### src/rtl/serial_subtractor_pkg.sv
// Shared definitions for the bit-serial subtractor: state encoding and
// counter sizing.
package serial_subtractor_pkg;

    localparam logic [1:0] IDLE  = 2'd0;
    localparam logic [1:0] SHIFT = 2'd1;
    localparam logic [1:0] DONE  = 2'd2;

    typedef enum logic [1:0] {
        S_IDLE  = IDLE,
        S_SHIFT = SHIFT,
        S_DONE  = DONE
    } state_t;

    // Bit counter only needs to reach WIDTH-1; guard the degenerate width.
    function automatic int cnt_width(input int w);
        if (w < 2) begin
            return 1;
        end else begin
            return $clog2(w);
        end
    endfunction

endpackage

### src/rtl/serial_subtractor_full_subtractor.sv
// One-bit full subtractor cell: diff = x - y - br, with borrow out.
module full_subtractor (
    input  logic x,
    input  logic y,
    input  logic br,
    output logic diff,
    output logic bo
);

    logic w_xy;

    assign w_xy = x ^ y;
    assign diff = w_xy ^ br;
    assign bo   = (~x & y) | (~w_xy & br);

endmodule

### src/rtl/serial_subtractor.sv
// Bit-serial WIDTH-bit subtractor d = a - b - bin, LSB first, with a
// start/busy/done handshake and registered result flags.
module serial_subtractor
    import serial_subtractor_pkg::*;
#(
    parameter int WIDTH = 3
) (
    input  logic             clk,
    input  logic             rst,
    input  logic             start,
    input  logic [WIDTH-1:0] a,
    input  logic [WIDTH-1:0] b,
    input  logic             bin,
    output logic             busy,
    output logic             done,
    output logic [WIDTH-1:0] d,
    output logic             bout,
    output logic             ovf,
    output logic             zero
);

    localparam int CW = cnt_width(WIDTH);
    localparam logic [CW-1:0] CNT_LAST = CW'(WIDTH - 1);
    localparam logic [CW-1:0] CNT_PRE  = CW'(WIDTH - 2);

    state_t           r_state;
    state_t           w_next_state;
    logic [CW-1:0]    r_cnt;
    logic [WIDTH-1:0] r_a;
    logic [WIDTH-1:0] r_b;
    logic [WIDTH-1:0] r_res;
    logic             r_br;
    logic             r_br_msb;
    logic             r_busy;
    logic             r_done;
    logic [WIDTH-1:0] r_d;
    logic             r_bout;
    logic             r_ovf;
    logic             r_zero;

    logic             w_diff;
    logic             w_bo;
    logic             w_last;
    logic [WIDTH-1:0] w_res_next;

    full_subtractor u_fs (
        .x    (r_a[0]),
        .y    (r_b[0]),
        .br   (r_br),
        .diff (w_diff),
        .bo   (w_bo)
    );

    assign w_last     = (r_state == S_SHIFT) && (r_cnt == CNT_LAST);
    assign w_res_next = {w_diff, r_res[WIDTH-1:1]};

    // State register.
    always_ff @(posedge clk or posedge rst) begin
        if (rst) begin
            r_state <= S_IDLE;
        end else begin
            r_state <= w_next_state;
        end
    end

    // Next-state logic; start is only honoured in IDLE.
    always_comb begin
        w_next_state = r_state;
        case (r_state)
            S_IDLE: begin
                if (start) begin
                    w_next_state = S_SHIFT;
                end else begin
                    w_next_state = S_IDLE;
                end
            end
            S_SHIFT: begin
                if (r_cnt == CNT_LAST) begin
                    w_next_state = S_DONE;
                end else begin
                    w_next_state = S_SHIFT;
                end
            end
            S_DONE:  w_next_state = S_IDLE;
            default: w_next_state = S_IDLE;
        endcase
    end

    // Operand shift registers, borrow chain and bit counter.
    always_ff @(posedge clk or posedge rst) begin
        if (rst) begin
            r_a      <= {WIDTH{1'b0}};
            r_b      <= {WIDTH{1'b0}};
            r_res    <= {WIDTH{1'b0}};
            r_br     <= 1'b0;
            r_br_msb <= 1'b0;
            r_cnt    <= {CW{1'b0}};
        end else begin
            case (r_state)
                S_IDLE: begin
                    if (start) begin
                        r_a      <= a;
                        r_b      <= b;
                        r_br     <= bin;
                        r_res    <= {WIDTH{1'b0}};
                        r_br_msb <= 1'b0;
                        r_cnt    <= {CW{1'b0}};
                    end else begin
                        r_cnt    <= r_cnt;
                    end
                end
                S_SHIFT: begin
                    r_res <= w_res_next;
                    r_a   <= {1'b0, r_a[WIDTH-1:1]};
                    r_b   <= {1'b0, r_b[WIDTH-1:1]};
                    r_br  <= w_bo;
                    if (r_cnt == CNT_LAST) begin
                        r_cnt <= r_cnt;
                    end else begin
                        r_cnt <= r_cnt + {{(CW-1){1'b0}}, 1'b1};
                    end
                    // Borrow into the MSB is kept for the overflow flag.
                    if (r_cnt == CNT_PRE) begin
                        r_br_msb <= w_bo;
                    end else begin
                        r_br_msb <= r_br_msb;
                    end
                end
                default: begin
                    r_cnt <= r_cnt;
                end
            endcase
        end
    end

    // Handshake flags follow the state being entered.
    always_ff @(posedge clk or posedge rst) begin
        if (rst) begin
            r_busy <= 1'b0;
            r_done <= 1'b0;
        end else begin
            r_busy <= (w_next_state == S_SHIFT);
            r_done <= (w_next_state == S_DONE);
        end
    end

    // Result registers update only on the final bit, so no partial value leaks.
    always_ff @(posedge clk or posedge rst) begin
        if (rst) begin
            r_d    <= {WIDTH{1'b0}};
            r_bout <= 1'b0;
            r_ovf  <= 1'b0;
            r_zero <= 1'b0;
        end else if (w_last) begin
            r_d    <= w_res_next;
            r_bout <= w_bo;
            r_ovf  <= r_br_msb ^ w_bo;
            r_zero <= (w_res_next == {WIDTH{1'b0}});
        end else begin
            r_d    <= r_d;
            r_bout <= r_bout;
            r_ovf  <= r_ovf;
            r_zero <= r_zero;
        end
    end

    assign busy = r_busy;
    assign done = r_done;
    assign d    = r_d;
    assign bout = r_bout;
    assign ovf  = r_ovf;
    assign zero = r_zero;

endmodule

### config.mk
export PLATFORM = sky130hd
export DESIGN_NAME = serial_subtractor
export DESIGN_NICKNAME = d
export VERILOG_FILES = /design/src/rtl/serial_subtractor_pkg.sv /design/src/rtl/serial_subtractor_full_subtractor.sv /design/src/rtl/serial_subtractor.sv
export SDC_FILE = /design/constraint.sdc
export NUM_CORES = 1
export LEC_CHECK = 0
export BUFFER_PORTS_ARGS = -buffer_cell sky130_fd_sc_hd__buf_4
export CORE_MARGIN = 2
export CORE_UTILIZATION = 40
export CTS_CLUSTER_DIAMETER = 50
export DETAILED_ROUTE_END_ITERATION = 12
export GPL_ROUTABILITY_DRIVEN = 0
export PLACE_DENSITY = 0.65
export SKIP_CTS_REPAIR_TIMING = 1
export SYNTH_ARGS = -nofsm -noshare
export SYNTH_HDL_FRONTEND = slang
export SYNTH_SLANG_ARGS = --single-unit
### constraint.sdc
create_clock -name clk -period 1.9 [get_ports clk]
set_input_delay 0.19 -clock clk [delete_from_list [all_inputs] [get_ports clk]]
set_output_delay 0.19 -clock clk [all_outputs]
set_load 0.1 [all_outputs]
-- After elaboration in Yosys (flattened, before gate mapping)
Index checks and enable logic that the tools add are counted.
W data, S select, Z words.
- $add $sub $neg: 1
- $mul: 0
- div/mod/pow operators: 0
- magnitude comparators: 0
- equality and inequality tests: 8
- shifts and indexed selects: 0
- muxes and demuxes: 17
- bitwise logic cells: 8
- reductions and logical operators: 7
- operators by type and width (cell ; count):
    $pmux W3 S2 ; 3
    $mux W3 ; 3
    $pmux W2 S2 ; 2
    $eq A2 B1 Y1 const B ; 3
    $mux W2 ; 3
    $reduce_and A3 Y1 ; 2
    $eq A2 B2 Y1 const B ; 2
    $mux W1 ; 4
    $ne A2 B2 Y1 const B ; 2
    $pmux W1 S2 ; 2
    $logic_not A3 Y1 ; 1
    $xor A1 B1 Y1 ; 3
    $add A2 B1 Y2 const B ; 1
    $and A1 B1 Y1 ; 2
    $logic_not A2 Y1 ; 1
    $ne A2 B1 Y1 const B ; 1
    $not A1 Y1 ; 2
    $reduce_and A2 Y1 ; 1
    $reduce_bool A2 Y1 ; 1
    $logic_and A1 B1 Y1 ; 1
    $or A1 B1 Y1 ; 1
- register bits after elaboration: 23
- latch bits: 0
- bits in writable memories: 0
- bits in read-only memories: 0
- output and inout port bits: 8
- word-level logic and storage cells: 54
- memories: 0

-- Longest topological paths before layout
Gate-level depths: netlist of the first run.
- word-level depth: 6
- gate-level depth with buffers: 5
- depth with buffers taken out: 4

-- By module
A second synthesis of the first run with hierarchy kept.
- cell total of the unflattened synthesis: 85
- area total of the unflattened synthesis: 1089.8 µm²
- by module, submodules not included (module ; times used ; cells an instance ; area an instance (µm²)):
    serial_subtractor ; 1 ; 81 ; 1058.5
    full_subtractor ; 1 ; 4 ; 31.3

-- Worst setup path before layout of the first run
No wires, ideal clock.
- kind: register to register
- from: register r_cnt[0]
- to: register r_d[0] (netlist: d[0])
- setup time: 0.126 ns
- data arrival time: 1.254 ns
- required time: 1.774 ns
- slack: 0.520 ns
- stages on the path, launching flop included: 6
- path buffers: 1
- clock period less this slack: 1.380 ns
- path through: dfrtp_1 > inv_1 > ha_1 > and3b_1 > buf_6 > mux2_4
- longest elaborated chain between the ends: 2
- RTL lines (item ; RTL line ; source):
    start, declared ; serial_subtractor.sv:28 ; logic [CW-1:0] r_cnt;
    start signal, assigned ; serial_subtractor.sv:97 ; r_cnt <= {CW{1'b0}};
    start signal, assigned ; serial_subtractor.sv:107 ; r_cnt <= {CW{1'b0}};
    start signal, assigned ; serial_subtractor.sv:109 ; r_cnt <= r_cnt;
    $eq A2 B2 Y1 ; serial_subtractor.sv:54 ; assign w_last = (r_state == S_SHIFT) && (r_cnt == CNT_LAST);
    $logic_and A1 B1 Y1 ; serial_subtractor.sv:54 ;
    end signal, assigned ; serial_subtractor.sv:150 ; r_d <= {WIDTH{1'b0}};
    end signal, assigned ; serial_subtractor.sv:155 ; r_d <= w_res_next;
    end signal, assigned ; serial_subtractor.sv:160 ; r_d <= r_d;
    end, declared ; serial_subtractor.sv:36 ; logic [WIDTH-1:0] r_d;
No other way between the ends.
A chain may end at the register's enable or synchronous reset.

-- Final worst setup path of the first run
- from: register r_cnt[0]
- to: register r_ovf (netlist: ovf)
- longest elaborated chain between the ends: 2
- RTL lines (item ; RTL line ; source):
    $eq A2 B2 Y1 ; serial_subtractor.sv:54 ;
    $logic_and A1 B1 Y1 ; serial_subtractor.sv:54 ;
    end signal, assigned ; serial_subtractor.sv:157 ; r_ovf <= r_br_msb ^ w_bo;
    end signal, assigned ; serial_subtractor.sv:162 ; r_ovf <= r_ovf;
    end, declared ; serial_subtractor.sv:38 ; logic r_ovf;
No other way between the ends.

==> impl_metrics.ini, run 1 <==
[outcome]
outcome = completed

[drt]
post-route-drc-count = 0
detail_route.wirelength_mm = 1.94
drtPass1Iterations = 4
vias_per_cell = 5.44
drt_iter0_markers = 10
via_count = 724
detail-route-antenna-nets = 0
drt-wirelength-per-cell_um = 14.5

[yosys]
synthSimpleGateAreaFrac_pct = 15.8
postSynthRegisterBits = 22
yosysUniqueCellTypes = 34
synth_ff_type = dfrtp_1
synthMuxAreaShare_pct = 8.00
yosys.cell_count.top_type = dfrtp_1
synth.yosys.warnings = 0
synth_top_family_by_area = simple AND/OR/NAND/NOR gates
synth_top_cell_by_area = dfrtp_1
netlist_area_um2 = 1060
mean_post_synth_cell_area_um2 = 12.8
cell_count_after_synthesis = 83
synth.cells.most_frequent = dfrtp_1, inv_1, mux2_4
number_of_enable_flip_flop_cells_after_synthesis = 0
synthDominantCellAreaShare_pct = 51.8
synth-seq-area-share_pct = 51.8
mappedNetlistNets = 96
synth_async_sr_flop_share_pct = 100
post_synth_xor_area_fraction_pct = 0.824
fraction_of_the_mapped_netlist_area_in_compound_gates_pct = 12.9
post_synth_main_area_contributors = dfrtp_1, mux2_4, or4b_1
synth-adder-area-share_pct = 4.24

[sta]
timing.hold.ws_ps = 172
report.final.hold_viol_count = 0
max_clock_freq_ghz = 0.617
setup-violations-final = 0
drv_slew = 0
setup-tns-final_ps = 0
timing.clock.skew_ps = 10.9
setup_repair_after_global_routing_missed_its_margin = no
fin_crit_ps = 1620
final_min_period_over_clock_period_pct = 85.3
max_slew_margin_pct = 69.9
worstMarginPinSlew_ps = 451

[floorplan]
core_um2 = 2500
start_util_pct = 42.5
io_pins = 18
std_cell_rows = 18
die_area_um2 = 3090
die-width_um = 55.6
vert_die_dim_um = 55.6

[cts]
cts.clk_slew.worst_paths_ps = 130
clockRootBuffer = clkbuf_4
worstSkewPairLatency_ps = 310
cts_tree = yes
cts.sinks = 22
clockBufferDepth = 2
htreeDepth = 1
cts-buffers-inserted = 3

[cells_and_area]
insertedDiodeCount = 0
filler_cell_count = 212
multiInputGateArea_um2 = 444
fin_area_um2 = 1270
register_area_um2 = 551
final_net_count = 117
area.growth.synth_to_final_pct = 19.9
share_of_post_route_cells_with_drive_strength_above_1_pct = 32.0

[global_routing]
initial_antenna_violation_count = 0
met3_track_utilization_from_global_routing_pct = 2.81
grt_pass1_wl_mm = 3.39
top_usage_layer = met2
track_usage_pct = 13.9
global_route.usage.met1_pct = 18.1
pin_count_of_the_biggest_net_entering_global_routing = 23
first_global_vias = 748
globalRoute.totalOverflow = 0
met2_usage_pct = 22.1

[setup_path]
worst_ep_required_time_ps = 2100
worst-endpoint-arrival_ps = 1820
path_max_fanout = 7
start_to_end_type_of_the_worst_setup_path = reg2reg
timing.critical_path.to_type = flop
cp-start-kind = flop

[placement]
placed_inst_area_um2 = 1210
dp_hpwl_mm = 1.36
buffer_ports.inserted = 17

[run]
drv_cap = 0

[worst_hold_path]
hp_class = in2reg
[routing by layer]
layer  vias to the layer above  part of all wire (%)
met1                       353                    47
li1                        347                     -
met3                         4                   4.8
met4                         0                   1.2
met5                         -                     0
met2                        20                    47
[flip-flops by register name, indices dropped and copies added (netlist names)]
name      flops
d             3
r_a           3
r_b           3
r_cnt         2
r_res         2
r_state       2
bout          1
busy          1
done          1
ovf           1
r_br          1
r_br_msb      1
zero          1
[cell type report]
class                   instances  share of cell area [%]
repair buffers                 21                    12.6
multi-input cells              48                    34.8
well taps                      30                    2.94
clock buffers                   3                    1.77
clock inverters                 1                    2.36
inverters                       8                    2.36
flip-flops and latches         22                    43.2
[worst max-delay path, stage by stage, from the launching register on]
cell     delay [ps]
dfrtp_1         430
inv_1            90
ha_1            240
and3b_1         430
mux2_4          330
[metrics by stage]
stage	utilization, %	setup slack [ps]	instances
after floorplan	-	520	83
after global placement	48.5	368	128
after detailed placement	48.5	313	128
after CTS	50.6	287	132
after global routing	51.0	170	133
final	51.0	279	133
[cells in the final DEF (no fill, tap or decap), types with 2 or more instances in the layout]
| cell | netlist | routed |
|---|---|---|
| a221oi_1 | 3 | 3 |
| ha_1 | 2 | 2 |
| buf_4 | 1 | 20 |
| nand3_1 | 2 | 2 |
| nor2b_1 | 2 | 2 |
| inv_1 | 8 | 8 |
| a21oi_1 | 2 | 2 |
| a22o_1 | 2 | 2 |
| or4b_1 | 3 | 3 |
| and3b_1 | 3 | 3 |
| nand2b_1 | 3 | 3 |
| dfrtp_1 | 22 | 22 |
| o221a_2 | 2 | 2 |
| mux2_4 | 5 | 5 |
| clkbuf_4 | 0 | 3 |
| nor4b_1 | 3 | 3 |
[path summary, 6_finish.rpt]
kind / slack, ps / depth (start not counted) / endpoint / start
min reg2reg: 520 / 2 / r_b[2] / r_b[2]
max in group asynchronous: 1220 / 4 / r_a[0] / rst
max: 280 / 4 / ovf / r_cnt[0]
max reg2reg: 280 / 4 / ovf / r_cnt[0]
min: 170 / 3 / r_b[2] / b[2]
min in group asynchronous: 460 / 4 / r_br / rst
[logic make-up (layout without fill, tap and decap cells)]
group | Yosys count | after routing
xor gates and xnor gates | 1 | 1
and+or+nand+nor | 22 | 22
AOI/OAI and AO/OA | 16 | 16
adders and majority gates | 3 | 3
buffers and inverters | 13 | 33
muxes | 6 | 6
DFF | 22 | 22
Power of run 1 is left out: the tool's default activity adds up to more than one toggle a clock period on the data nets, which glitch-free logic cannot reach.
==> inputs of run 2 (changes only) <==
Settings changed: CORE_MARGIN 2 to not set, SYNTH_HIERARCHICAL set to 1.
==> run 2 against run 1 <==
  * Sequential share of layout area stayed put
  * Critical path type unchanged
  * Wire length fell by 9.8%
  * Die area fell by 4.9%
  * Largest cell class unchanged
==> impl_metrics.ini, run 2 <==
[outcome]
outcome = completed

[yosys]
synth_async_sr_flop_share_pct = 100
post_synth_xor_area_fraction_pct = 0.804
postSynthRegisterBits = 22
number_of_enable_flip_flop_cells_after_synthesis = 0
netlist_area_um2 = 1090
synth-adder-area-share_pct = 4.13
synthSimpleGateAreaFrac_pct = 15.2
mappedNetlistNets = 98
fraction_of_the_mapped_netlist_area_in_compound_gates_pct = 14.6
synthMuxAreaShare_pct = 6.20
mean_post_synth_cell_area_um2 = 12.8
synth_top_family_by_area = simple AND/OR/NAND/NOR gates
synthDominantCellAreaShare_pct = 50.5
synth.cells.most_frequent = dfrtp_1, inv_1, mux2_1, nor2b_1
synth_top_cell_by_area = dfrtp_1
cell_count_after_synthesis = 85
synth-seq-area-share_pct = 50.5
post_synth_main_area_contributors = dfrtp_1, mux2_1, inv_1
synth.yosys.warnings = 6
yosys.cell_count.top_type = dfrtp_1
synth_ff_type = dfrtp_1
yosysUniqueCellTypes = 26

[cts]
cts_tree = yes
clockRootBuffer = clkbuf_4
clockBufferDepth = 2
worstSkewPairLatency_ps = 300
cts.sinks = 22
cts-buffers-inserted = 3
htreeDepth = 1
cts.clk_slew.worst_paths_ps = 110

[drt]
drtPass1Iterations = 6
detail-route-antenna-nets = 0
met3RoutedLength_um = 96
vias_per_cell = 5.20
detailroute.wirelength.met2_um = 794
via_count = 702
detail_route.wirelength_mm = 1.75
drt-wirelength-per-cell_um = 12.9
post-route-drc-count = 0
drt_iter0_markers = 12
top_signal_layer_used = met3
route.layer.met1.wl_um = 854

[floorplan]
die_area_um2 = 2940
std_cell_rows = 18
vert_die_dim_um = 54.2
die-width_um = 54.2
start_util_pct = 43.2
core_um2 = 2520
io_pins = 18

[cells_and_area]
insertedDiodeCount = 0
share_of_post_route_cells_with_drive_strength_above_1_pct = 30.5
area.growth.synth_to_final_pct = 17.0
layout_common_cells = dfrtp_1, buf_4, inv_1
final_common_cell = dfrtp_1
final_net_count = 119

[sta]
max_clock_freq_ghz = 0.688
timing.clock.skew_ps = 1.55
report.final.hold_viol_count = 0
timing.hold.ws_ps = 137
setup-tns-final_ps = 0
setup_repair_after_global_routing_missed_its_margin = no
setup-violations-final = 0
final_min_period_over_clock_period_pct = 76.5
max_slew_margin_pct = 65.3
worstMarginPinSlew_ps = 521
fin_crit_ps = 1450
drv_slew = 0

[setup_path]
critical_path.reg2reg.endpoint = zero
timing.rr.start = r_b[0]
cpPeakStageDelay_ps = 570
cp-start-kind = flop
start_to_end_type_of_the_worst_setup_path = reg2reg
cp_cell_sequence = inv_1, fa_1, nor3_1, mux2_1
path_max_fanout = 3
cell_with_the_largest_stage_delay_on_the_worst_path = fa_1
reg2regPathDepth = 4
worst-endpoint-arrival_ps = 1650
worst_ep_required_time_ps = 2100
timing.critical_path.to_type = flop
reg2reg_slack_ps = 450

[run]
drv_cap = 0

[global_routing]
pin_count_of_the_biggest_net_entering_global_routing = 23
track_usage_pct = 15.2
first_global_vias = 718
grt_pass1_wl_mm = 3.19
initial_antenna_violation_count = 0
globalRoute.totalOverflow = 0

[placement]
buffer_ports.inserted = 17
dp_hpwl_mm = 1.27

[worst_hold_path]
worst_hold_path.endpoint = r_a[2]
hp_class = in2reg
hp-start = a[2]
worstHoldPathCells = 2
## run 2: changes by cell type in the layout (fill, tap and decap cells not counted), sizes merged, moves of 3 or more
cell	change
or4b	-3
and3b	-3
nor2	+4
inv	+6
## run 2: worst max path at each step
stage	from	cells past startpoint	slack, ps	endpoint
2_1_floorplan	r_b[0]	4	530	zero
3_3_place_gp	r_b[0]	4	460	zero
3_5_place_dp	r_b[0]	5	450	ovf
4_1_cts	r_b[0]	5	430	ovf
5_1_grt	r_b[0]	5	340	r_br
6_report	r_b[0]	4	450	zero
## run 2: critical path, delay by kind of cell, from the launching register on
family        cells  cell delay [ps]
fa+ha+maj         1              570
flops             1              380
mux               1              280
buf+inv           1               60
simple gates      1               60
## run 2: routing by layer
layer  GRT usage (%)  vias up
met5               0        -
met4            1.28        0
met3            5.93        0
met2            24.8       18
met1            19.8      338
li1                -      346
## run 2: logic make-up after synthesis
group,Yosys count
DFF,22
muxes,6
xor gates and xnor gates,1
buffers and inverters,18
adders and majority gates,3
and+or+nand+nor,20
AOI/OAI and AO/OA,15
## run 2: cell type report
cell class                      instances  area, um2
Multi-Input combinational cell         45        445
Timing Repair Buffer                   20        153
Fill cell                             225       1250
Sequential cell                        22        551
Clock buffer                            4       36.3
Tap cell                               30       37.5
Inverter                               14       52.6
## run 2: stage by stage
| step | utilization [%] | cells | area [um2] | setup slack [ps] |
|---|---|---|---|---|
| after floorplan | - | 85 | 1090 | 531 |
| after global placement | 48.7 | 130 | 1230 | 462 |
| after detailed placement | 48.7 | 130 | 1230 | 450 |
| after CTS | 50.1 | 134 | 1260 | 425 |
| after global routing | 50.5 | 135 | 1270 | 343 |
| final | 50.5 | 135 | 1270 | 447 |
Power of run 2 is left out for the same reason.
